[config.mk]
export PLATFORM = sky130hd
export DESIGN_NAME = uart_tx_fifo
export DESIGN_NICKNAME = d
export VERILOG_FILES = /design/src/rtl/uart_tx_fifo_pkg.sv /design/src/rtl/uart_tx_fifo_fifo.sv /design/src/rtl/uart_tx_fifo.sv
export SDC_FILE = /design/constraint.sdc
export NUM_CORES = 1
export LEC_CHECK = 0
export ABC_AREA = 1
export ABC_CLOCK_PERIOD_IN_PS = 3000
export CAP_MARGIN = 20
export CORE_ASPECT_RATIO = 0.6
export CORE_MARGIN = 4
export CORE_UTILIZATION = 55
export DETAILED_ROUTE_END_ITERATION = 7
export PLACE_DENSITY = 0.82
export SYNTH_ARGS = -nofsm -noshare
export SYNTH_HDL_FRONTEND = slang
export SYNTH_SLANG_ARGS = --single-unit
export TNS_END_PERCENT = 30
[constraint.sdc]
create_clock -name clk -period 3 [get_ports clk]
set_input_delay 0.75 -clock clk [delete_from_list [all_inputs] [get_ports clk]]
set_output_delay 0.75 -clock clk [all_outputs]
set_load 0.005 [all_outputs]
[src/rtl/uart_tx_fifo_pkg.sv]
// Shared definitions for the FIFO-fed UART transmitter.
// Contents:
//   state_t      - transmitter FSM states
//   PAR_*        - parity mode selectors for the PARITY parameter
//   parity_bit() - parity bit for a payload word (zero-extended to 9 bits)
package uart_tx_fifo_pkg;

    typedef enum logic [2:0] {
        ST_IDLE   = 3'd0,
        ST_START  = 3'd1,
        ST_DATA   = 3'd2,
        ST_PARITY = 3'd3,
        ST_STOP   = 3'd4
    } state_t;

    localparam int PAR_NONE = 0;
    localparam int PAR_ODD  = 1;
    localparam int PAR_EVEN = 2;

    // Zero-extension does not change the XOR reduction, so every payload
    // width from 5 to 9 bits can share this one 9-bit helper.
    function automatic logic parity_bit(input logic [8:0] word, input int mode);
        if (mode == PAR_ODD) begin
            return ~^word;
        end
        return ^word;
    endfunction

endpackage

[src/rtl/uart_tx_fifo_fifo.sv]
// Synchronous show-ahead FIFO.
// Ports:
//   clk, rst_n  - clock, asynchronous active-low reset (clears pointers)
//   push, din   - write strobe and word; ignored while full
//   pop         - advance the read pointer; ignored while empty
//   dout        - head word, visible before pop
//   full, empty - occupancy flags
//   level       - number of stored words (0..DEPTH)
module sync_fifo #(
    parameter int WIDTH = 8,
    parameter int DEPTH = 4
) (
    input  logic                   clk,
    input  logic                   rst_n,
    input  logic                   push,
    input  logic                   pop,
    input  logic [WIDTH-1:0]       din,
    output logic [WIDTH-1:0]       dout,
    output logic                   full,
    output logic                   empty,
    output logic [$clog2(DEPTH):0] level
);

    localparam int AW = $clog2(DEPTH);

    // Pointers carry one extra MSB: equal low bits with differing MSBs
    // means full, fully equal means empty. They wrap modulo 2*DEPTH.
    logic [AW:0]      wr_ptr;
    logic [AW:0]      rd_ptr;
    logic [WIDTH-1:0] mem [DEPTH];
    logic             do_push;
    logic             do_pop;

    assign do_push = push && !full;
    assign do_pop  = pop && !empty;

    assign empty = (wr_ptr == rd_ptr);
    assign full  = (wr_ptr[AW] != rd_ptr[AW]) && (wr_ptr[AW-1:0] == rd_ptr[AW-1:0]);
    assign level = wr_ptr - rd_ptr;
    assign dout  = mem[rd_ptr[AW-1:0]];

    always_ff @(posedge clk or negedge rst_n) begin
        if (!rst_n) begin
            wr_ptr <= '0;
            rd_ptr <= '0;
        end else begin
            if (do_push) begin
                wr_ptr <= wr_ptr + (AW+1)'(1);
            end
            if (do_pop) begin
                rd_ptr <= rd_ptr + (AW+1)'(1);
            end
        end
    end

    // Storage needs no reset: a slot is only read after it has been written.
    always_ff @(posedge clk) begin
        if (do_push) begin
            mem[wr_ptr[AW-1:0]] <= din;
        end
    end

endmodule

[src/rtl/uart_tx_fifo.sv]
// UART transmitter fed by an internal write FIFO.
// Words written through the valid/ready port are queued and serialised
// LSB-first as: start(0), DATA_BITS data, optional parity, STOP_BITS stop(1).
// Queued words go out back-to-back with no idle cycle between frames.
// Ports:
//   clk, rst_n - clock, asynchronous active-low reset
//   wr_valid   - write request; accepted when wr_ready is high
//   wr_ready   - FIFO not full (combinational)
//   wr_data    - word to transmit
//   uart_tx    - registered serial output, idles high
//   busy       - FSM is not idle
//   level      - FIFO occupancy
module uart_tx_fifo
    import uart_tx_fifo_pkg::*;
#(
    parameter int CLKS_PER_BIT = 16,
    parameter int DATA_BITS    = 8,
    parameter int PARITY       = 0,
    parameter int STOP_BITS    = 1,
    parameter int FIFO_DEPTH   = 4
) (
    input  logic                        clk,
    input  logic                        rst_n,
    input  logic                        wr_valid,
    output logic                        wr_ready,
    input  logic [DATA_BITS-1:0]        wr_data,
    output logic                        uart_tx,
    output logic                        busy,
    output logic [$clog2(FIFO_DEPTH):0] level
);

    localparam int BAUD_W = $clog2(CLKS_PER_BIT);
    localparam int BIT_W  = $clog2(DATA_BITS);

    localparam logic [BAUD_W-1:0] BAUD_LAST = BAUD_W'(CLKS_PER_BIT - 1);
    localparam logic [BIT_W-1:0]  DATA_LAST = BIT_W'(DATA_BITS - 1);
    localparam logic [BIT_W-1:0]  STOP_LAST = BIT_W'(STOP_BITS - 1);

    state_t               state;
    logic [BAUD_W-1:0]    baud_cnt;
    logic [BIT_W-1:0]     bit_cnt;
    logic [DATA_BITS-1:0] shreg;
    logic                 par;

    logic                 full;
    logic                 empty;
    logic                 push;
    logic                 pop;
    logic [DATA_BITS-1:0] head;
    logic                 baud_end;
    logic                 stop_end;

    assign wr_ready = !full;
    assign push     = wr_valid && !full;
    assign busy     = (state != ST_IDLE);

    assign baud_end = (baud_cnt == BAUD_LAST);
    assign stop_end = (state == ST_STOP) && baud_end && (bit_cnt == STOP_LAST);

    // The head word leaves the FIFO either when idle or on the very last
    // cycle of the final stop bit, which is what makes frames back-to-back.
    assign pop = !empty && ((state == ST_IDLE) || stop_end);

    sync_fifo #(
        .WIDTH (DATA_BITS),
        .DEPTH (FIFO_DEPTH)
    ) u_fifo (
        .clk   (clk),
        .rst_n (rst_n),
        .push  (push),
        .pop   (pop),
        .din   (wr_data),
        .dout  (head),
        .full  (full),
        .empty (empty),
        .level (level)
    );

    // uart_tx is always loaded with the value of the bit period that begins
    // on this edge, so the line changes exactly on bit boundaries.
    always_ff @(posedge clk or negedge rst_n) begin
        if (!rst_n) begin
            state    <= ST_IDLE;
            baud_cnt <= '0;
            bit_cnt  <= '0;
            shreg    <= '0;
            par      <= 1'b0;
            uart_tx  <= 1'b1;
        end else begin
            case (state)
                ST_IDLE: begin
                    uart_tx <= 1'b1;
                    if (pop) begin
                        state    <= ST_START;
                        baud_cnt <= '0;
                        bit_cnt  <= '0;
                        shreg    <= head;
                        par      <= parity_bit(9'(head), PARITY);
                        uart_tx  <= 1'b0;
                    end
                end
                ST_START: begin
                    if (baud_end) begin
                        baud_cnt <= '0;
                        bit_cnt  <= '0;
                        state    <= ST_DATA;
                        uart_tx  <= shreg[0];
                    end else begin
                        baud_cnt <= baud_cnt + BAUD_W'(1);
                    end
                end
                ST_DATA: begin
                    if (baud_end) begin
                        baud_cnt <= '0;
                        if (bit_cnt == DATA_LAST) begin
                            bit_cnt <= '0;
                            if (PARITY != PAR_NONE) begin
                                state   <= ST_PARITY;
                                uart_tx <= par;
                            end else begin
                                state   <= ST_STOP;
                                uart_tx <= 1'b1;
                            end
                        end else begin
                            bit_cnt <= bit_cnt + BIT_W'(1);
                            shreg   <= shreg >> 1;
                            uart_tx <= shreg[1];
                        end
                    end else begin
                        baud_cnt <= baud_cnt + BAUD_W'(1);
                    end
                end
                ST_PARITY: begin
                    if (baud_end) begin
                        baud_cnt <= '0;
                        bit_cnt  <= '0;
                        state    <= ST_STOP;
                        uart_tx  <= 1'b1;
                    end else begin
                        baud_cnt <= baud_cnt + BAUD_W'(1);
                    end
                end
                ST_STOP: begin
                    if (baud_end) begin
                        baud_cnt <= '0;
                        if (bit_cnt == STOP_LAST) begin
                            bit_cnt <= '0;
                            if (pop) begin
                                state   <= ST_START;
                                shreg   <= head;
                                par     <= parity_bit(9'(head), PARITY);
                                uart_tx <= 1'b0;
                            end else begin
                                state   <= ST_IDLE;
                                uart_tx <= 1'b1;
                            end
                        end else begin
                            bit_cnt <= bit_cnt + BIT_W'(1);
                        end
                    end else begin
                        baud_cnt <= baud_cnt + BAUD_W'(1);
                    end
                end
                default: begin
                    state   <= ST_IDLE;
                    uart_tx <= 1'b1;
                end
            endcase
        end
    end

endmodule

[Word-level counts from Yosys, hierarchy flattened]
Memories as Yosys holds them, arrays and structs flattened.
Cells that the tools add are included.
Storage, ports and cells
  output and inout bits: 6
  flip-flop bits (word level): 25
  memories: 1
  input bits: 11
  RAM bits: 32
  logic and storage cells: 89
Operators by class
  add/subtract/negate cells: 5
  mux-type cells: 35
  reductions and logical operators: 23
  eq/ne operators: 18
Memories
  u_fifo.mem: depth 4, bits a word 8, read ports 1, clocked after Yosys merged registers in 0, write ports 1, RTL line uart_tx_fifo_fifo.sv:30  | logic [WIDTH-1:0] mem [DEPTH];
Operators with widths (number)
  8-bit two-way mux: 5
  3-bit two-way mux: 13
  8-bit case mux with 3 select lines: 1
  3-bit case mux with 5 select lines: 1
  5-bit AND reduction: 3
  2-bit inequality test, second input constant: 6
  3-bit case mux with 4 select lines: 1
  1-bit two-way mux: 10
  3-bit by 1-bit adder with 3-bit output, second input constant: 3
  4-bit two-way mux: 2
  4-bit case mux with 2 select lines: 1
  1-bit logical AND: 7
  7-bit AND reduction: 1
  3-bit by 2-bit == test with 1-bit output, second input constant: 2
  3-bit == test, second input constant: 2
  3-bit zero test: 2
  2-bit by 1-bit inequality test with 1-bit output, second input constant: 3
  3-bit nonzero test: 2
  1-bit case mux with 5 select lines: 1
  4-bit by 1-bit adder with 4-bit output, second input constant: 1
  4-bit == test, second input constant: 1
  4-bit nonzero test: 1
  4-bit OR reduction: 1
  3-bit by 1-bit == test with 1-bit output, second input constant: 1
  other kinds (9): 10

[Logic depth before layout (Yosys ltp)]
  word-level depth: 9
  gate-level depth with buffers: 11
  depth with buffers taken out: 11

[Cells and area by module]
From an unflattened synthesis, not the netlist that was laid out.
Unflattened totals
  cells, all modules: 296
  area total of the unflattened synthesis: 2854.0 µm²
Modules (own cells, without submodules)
  sync_fifo: cells an instance 141, instances 1, area each 1692.9 µm²
  uart_tx_fifo: cells an instance 155, instances 1, area each 1161.1 µm²

[Least setup slack after synthesis]
OpenSTA, ideal clock, no wires.
  path type: register to register
  from: register u_fifo.rd_ptr[1]
  to: memory u_fifo.mem[3][0], enable pin
  arrival time: 1733 ps
  cell stages (with the launch flop): 8
  slack: 893 ps
  path buffers: 2
  data required time: 2626 ps
  cell sequence: dfrtp_1 buf_2 inv_1 buf_2 ha_1 nand3_1 nand2_2 nor2_1
On the way
  cells in the longest elaborated chain, start to end: 7
Ends and longest elaborated chain
  from (decl): RTL line uart_tx_fifo_fifo.sv:29  | logic [AW:0] rd_ptr;
  from (signal assigned): RTL line uart_tx_fifo_fifo.sv:51  | rd_ptr <= rd_ptr + (AW+1)'(1);
  2-bit == test (*): RTL line uart_tx_fifo_fifo.sv:38  | assign full = (wr_ptr[AW] != rd_ptr[AW]) && (wr_ptr[AW-1:0] == rd_ptr[AW-1:0]);
  1-bit logical AND (*): RTL line uart_tx_fifo_fifo.sv:38
  1-bit zero test (*)
  net wr_ready: RTL line uart_tx_fifo.sv:25  | output logic wr_ready,
  1-bit logical AND: RTL line uart_tx_fifo.sv:54  | assign push = wr_valid && !full;
  1-bit logical AND (*): RTL line uart_tx_fifo_fifo.sv:34  | assign do_push = push && !full;
  1-bit two-way mux (*): RTL line uart_tx_fifo_fifo.sv:58  | if (do_push) begin
  1-bit two-way mux (not written as such) (*): RTL line uart_tx_fifo_fifo.sv:59  | mem[wr_ptr[AW-1:0]] <= din;
  to (decl): RTL line uart_tx_fifo_fifo.sv:30
The timed path passes the listed nets; every way through them passes the cells marked *.

[Worst setup path after layout]
  from: register u_fifo.wr_ptr[0]
  to: output port level[2]
On the way
  cells in the longest elaborated chain, start to end: 1
Ends and longest elaborated chain
  from (decl): RTL line uart_tx_fifo_fifo.sv:28  | logic [AW:0] wr_ptr;
  from (signal assigned): RTL line uart_tx_fifo_fifo.sv:48  | wr_ptr <= wr_ptr + (AW+1)'(1);
  3-bit subtractor: RTL line uart_tx_fifo_fifo.sv:39  | assign level = wr_ptr - rd_ptr;
  to (decl): RTL line uart_tx_fifo.sv:29  | output logic [$clog2(FIFO_DEPTH):0] level
No other way between the ends.

==> Implementation_results.wiki <==
{| class="wikitable"
! Metric !! Value
|-
| Run status || completed
|-
| Achievable frequency || 0.350 GHz
|-
| Floorplan Core Area || 0.00475 mm²
|-
| Area of the die || 0.00637 mm²
|-
| DRT iter0 DRCs || 157
|-
| Top-count cell post-synth || nand2_1
|-
| Commonest cells in the synthesized netlist || nand2_1, nand3_1, edfxtp_1
|-
| Part of the power in the clock network || 33.5%
|-
| Total net switching power || 532 µW
|-
| Worst clock skew on the final layout || 0.00417 ns
|-
| Type of element capturing the critical path || output port
|-
| Total of warnings raised by yosys || 0
|-
| CTS Hold Buffers Added || 0
|-
| Layout fillers || 353
|-
| First-pass DRT Iterations || 5
|-
| Total of buffers placed on input and output ports || 16
|-
| Initial standard-cell utilization of the core || 59.3%
|-
| Min-Delay Path Class || reg2reg
|-
| Final number of setup-violating endpoints || 0
|-
| Number of global-route vias before repair || 1,961
|-
| Clock transition at path regs || 0.06 ns
|-
| Final layout net count || 343
|-
| Bufs on Longest Clock Path || 2
|-
| WL final || 5.56 mm
|-
| Rows || 19
|-
| Mean post-synth cell area || 9.63 µm²
|-
| CTS tree || yes
|-
| Number of cells on the worst reg-to-reg path || 5
|-
| DRC || 0
|-
| Antenna cells || 0
|-
| Ratio of total power to cell area || 630 mW/mm²
|-
| Relative contribution of combinational cells to total power || 18.6%
|-
| Flip-flop and latch area || 0.00159 mm²
|-
| Period minus WS final || 2.86 ns
|-
| Routed length per placed instance || 14.3 µm
|-
| Share of the core filled with cells || 68.4%
|-
| Peak fanout along the critical path || 4
|-
| Worst R2R Start || u_fifo.rd_ptr[1]$_DFFE_PN0P_
|-
| Post-synth EDFFs || 32
|-
| Number of buffers added by the clock tree synthesis step || 9
|-
| Reg2Reg Capture Point || u_fifo.mem[1][1]$_DFFE_PP_
|-
| Cell accounting for the most synthesized area || edfxtp_1
|-
| Hold path startpoint || shreg[2]$_DFFE_PN0P_
|-
| CTS root buf || clkbuf_8
|-
| Number of vias per cell after detailed routing || 5.19
|-
| Distinct cell type count after synthesis || 30
|-
| Data arrival time of the critical path || 2.11 ns
|-
| Actual transition at the worst max-transition pin || 0.669 ns
|-
| Slack of the worst reg-to-reg path || 0.79 ns
|-
| Max-Slew Margin vs Limit || 55.2%
|-
| Pin count of the biggest net entering global routing || 26
|-
| Maximum ir drop on the vdd rail || 0.000485 V
|-
| Flop pwr share || 47.8%
|-
| Crit share post-route || 95.3%
|-
| Global routing usage summed across all routing layers || 19.8%
|-
| Area Growth Syn to Fin || 15.4%
|-
| Category of the critical setup timing path || reg2out
|-
| Endpoint of the worst hold path || shreg[2]$_DFFE_PN0P_
|-
| Post-synth top area share || 34.1%
|-
| Leakage dissipation || 1.45 nW
|-
| Startpoint Class || flop
|-
| Die extent in y || 63.5 µm
|-
| Most used DFF post-synth || edfxtp_1
|-
| Number of top-level pins || 17
|-
| Endpoint required time on the critical path || 2.25 ns
|-
| H-tree Lvls || 3
|-
| Post-detail-place hpwl || 3.99 mm
|-
| Post-synthesis instance total || 293
|-
| #FFs+latches synth || 57
|-
| Weighted congestion reported at the end of routability-driven placement || 0.841
|-
| Number of buffers added for setup after CTS || 0
|-
| Netlist area before placement || 0.00282 mm²
|-
| RSZ-0062 raised after global routing || false
|-
| First-pass GRT wire length || 9.56 mm
|-
| Switching Share || 26.0%
|-
| Clock insertion delay at the later pin of the skew report || 0.33 ns
|-
| Endpoints failing hold || 0
|-
| Count of pins over their slew limit || 0
|-
| Cell count of the worst hold path || 2
|-
| Internal cell power || 1.52 mW
|-
| Global route total overflow || 0
|-
| Antenna violations before repair || 0
|-
| Final-layout setup total negative slack || 0 ns
|-
| Reported max-cap violation count || 0
|-
| Via count of the routed design || 2,014
|-
| Routed Antenna Nets || 0
|-
| Share of post-route cells with drive strength above 1 || 14.8%
|-
| Synthesized net count || 316
|-
| Biggest area contributors in the synthesized netlist || edfxtp_1, dfrtp_1, nand2_1, nand3_1, ha_1
|-
| Floorplan die width || 100 µm
|-
| Sequential share of the synthesized area || 56.3%
|-
| TritonCTS Sinks || 57
|-
| Combined area of the multi-input logic cells || 0.00109 mm²
|-
| Ys async rst share || 43.9%
|-
| CTS resizes || 0
|}
critical path, stage by stage, from the launching register on:
cell	delay, ns
dfrtp_1	0.38
inv_1	0.11
ha_1	0.21
fa_1	0.38
xnor2_1	0.16
clkdlybuf4s50_1	0.52
cells by family after synthesis:
kind of cell	synth area share, %
simple gates	28.6
flops	56.3
buf+inv	4.97
compound gates	2.97
fa+ha+maj	5.59
xor+xnor	1.55
registers in the layout, indices dropped and copies added, names as in the netlist:
register       count
baud_cnt           4
bit_cnt            3
shreg              8
state              3
u_fifo.mem        32
u_fifo.rd_ptr      3
u_fifo.wr_ptr      3
uart_tx            1
worst max path at each step:
stage                                 startpoint                    endpoint  cells after the start
finish              u_fifo.wr_ptr[0]$_DFFE_PN0P_                    level[2]                      5
global route        u_fifo.wr_ptr[0]$_DFFE_PN0P_                    level[2]                      5
CTS                 u_fifo.wr_ptr[0]$_DFFE_PN0P_                    level[2]                      5
detailed placement  u_fifo.wr_ptr[0]$_DFFE_PN0P_                    level[2]                      5
global placement    u_fifo.wr_ptr[0]$_DFFE_PN0P_                    level[2]                      5
floorplan           u_fifo.rd_ptr[1]$_DFFE_PN0P_  u_fifo.mem[3][0]$_DFFE_PP_                      7
power groups by stage:
stage          Sequential (mW)  Combinational (mW)  Clock (mW)
2_1_floorplan            0.986               0.206           0
3_3_place_gp             0.991               0.368           0
3_5_place_dp             0.995               0.384           0
4_1_cts                  0.981               0.386       0.704
5_1_grt                  0.989               0.437       0.743
6_report                 0.981               0.382       0.687
stage by stage:
stage / instances / hold WS, ns / setup WS (ns) / instance area [µm²] / total power, mW
6_report: 388 / 0.475 / 0.142 / 3250 / 2.05
5_1_grt: 388 / 0.489 / 0.0197 / 3250 / 2.17
4_1_cts: 388 / 0.478 / 0.114 / 3250 / 2.07
3_5_place_dp: 372 / 0.462 / 0.477 / 3070 / 1.38
3_3_place_gp: 372 / 0.455 / 0.553 / 3070 / 1.36
2_1_floorplan: 293 / 0.442 / 0.893 / 2820 / 1.19
routing by layer:
metal	vias to the layer above	GRT usage, %	routed length [µm]	part of all wire, %
li1	1014	-	-	-
met1	937	29.5	2740	49
met2	56	26.4	2370	43
met3	7	6.62	388	7.0
met4	0	7.39	53	0.95
met5	-	0	0	0
layout make-up:
cell class,instances,area share [%]
repair buffers,22,6.31
well taps,63,2.42
clock inverters,3,1.23
multi-input cells,203,33.6
flip-flops and latches,57,48.8
clock buffers,13,4.58
inverters,27,3.11
placed cells by master (no fill, tap or decap), types with 2 or more instances in the layout:
cell type and instances:
a21oi_1 5, buf_4 6, clkbuf_1 3, clkbuf_8 10
clkdlybuf4s50_1 16, clkinv_2 2, dfrtp_1 24, edfxtp_1 32
ha_1 11, inv_1 20, inv_2 6, nand2_1 93
nand2_2 8, nand2_4 5, nand3_1 38, nand4_1 3
nor2_1 16, nor2_2 3, nor2_4 2, o21ai_0 6
xor2_1 4
Note: power is estimated with default switching activity, not from simulation.
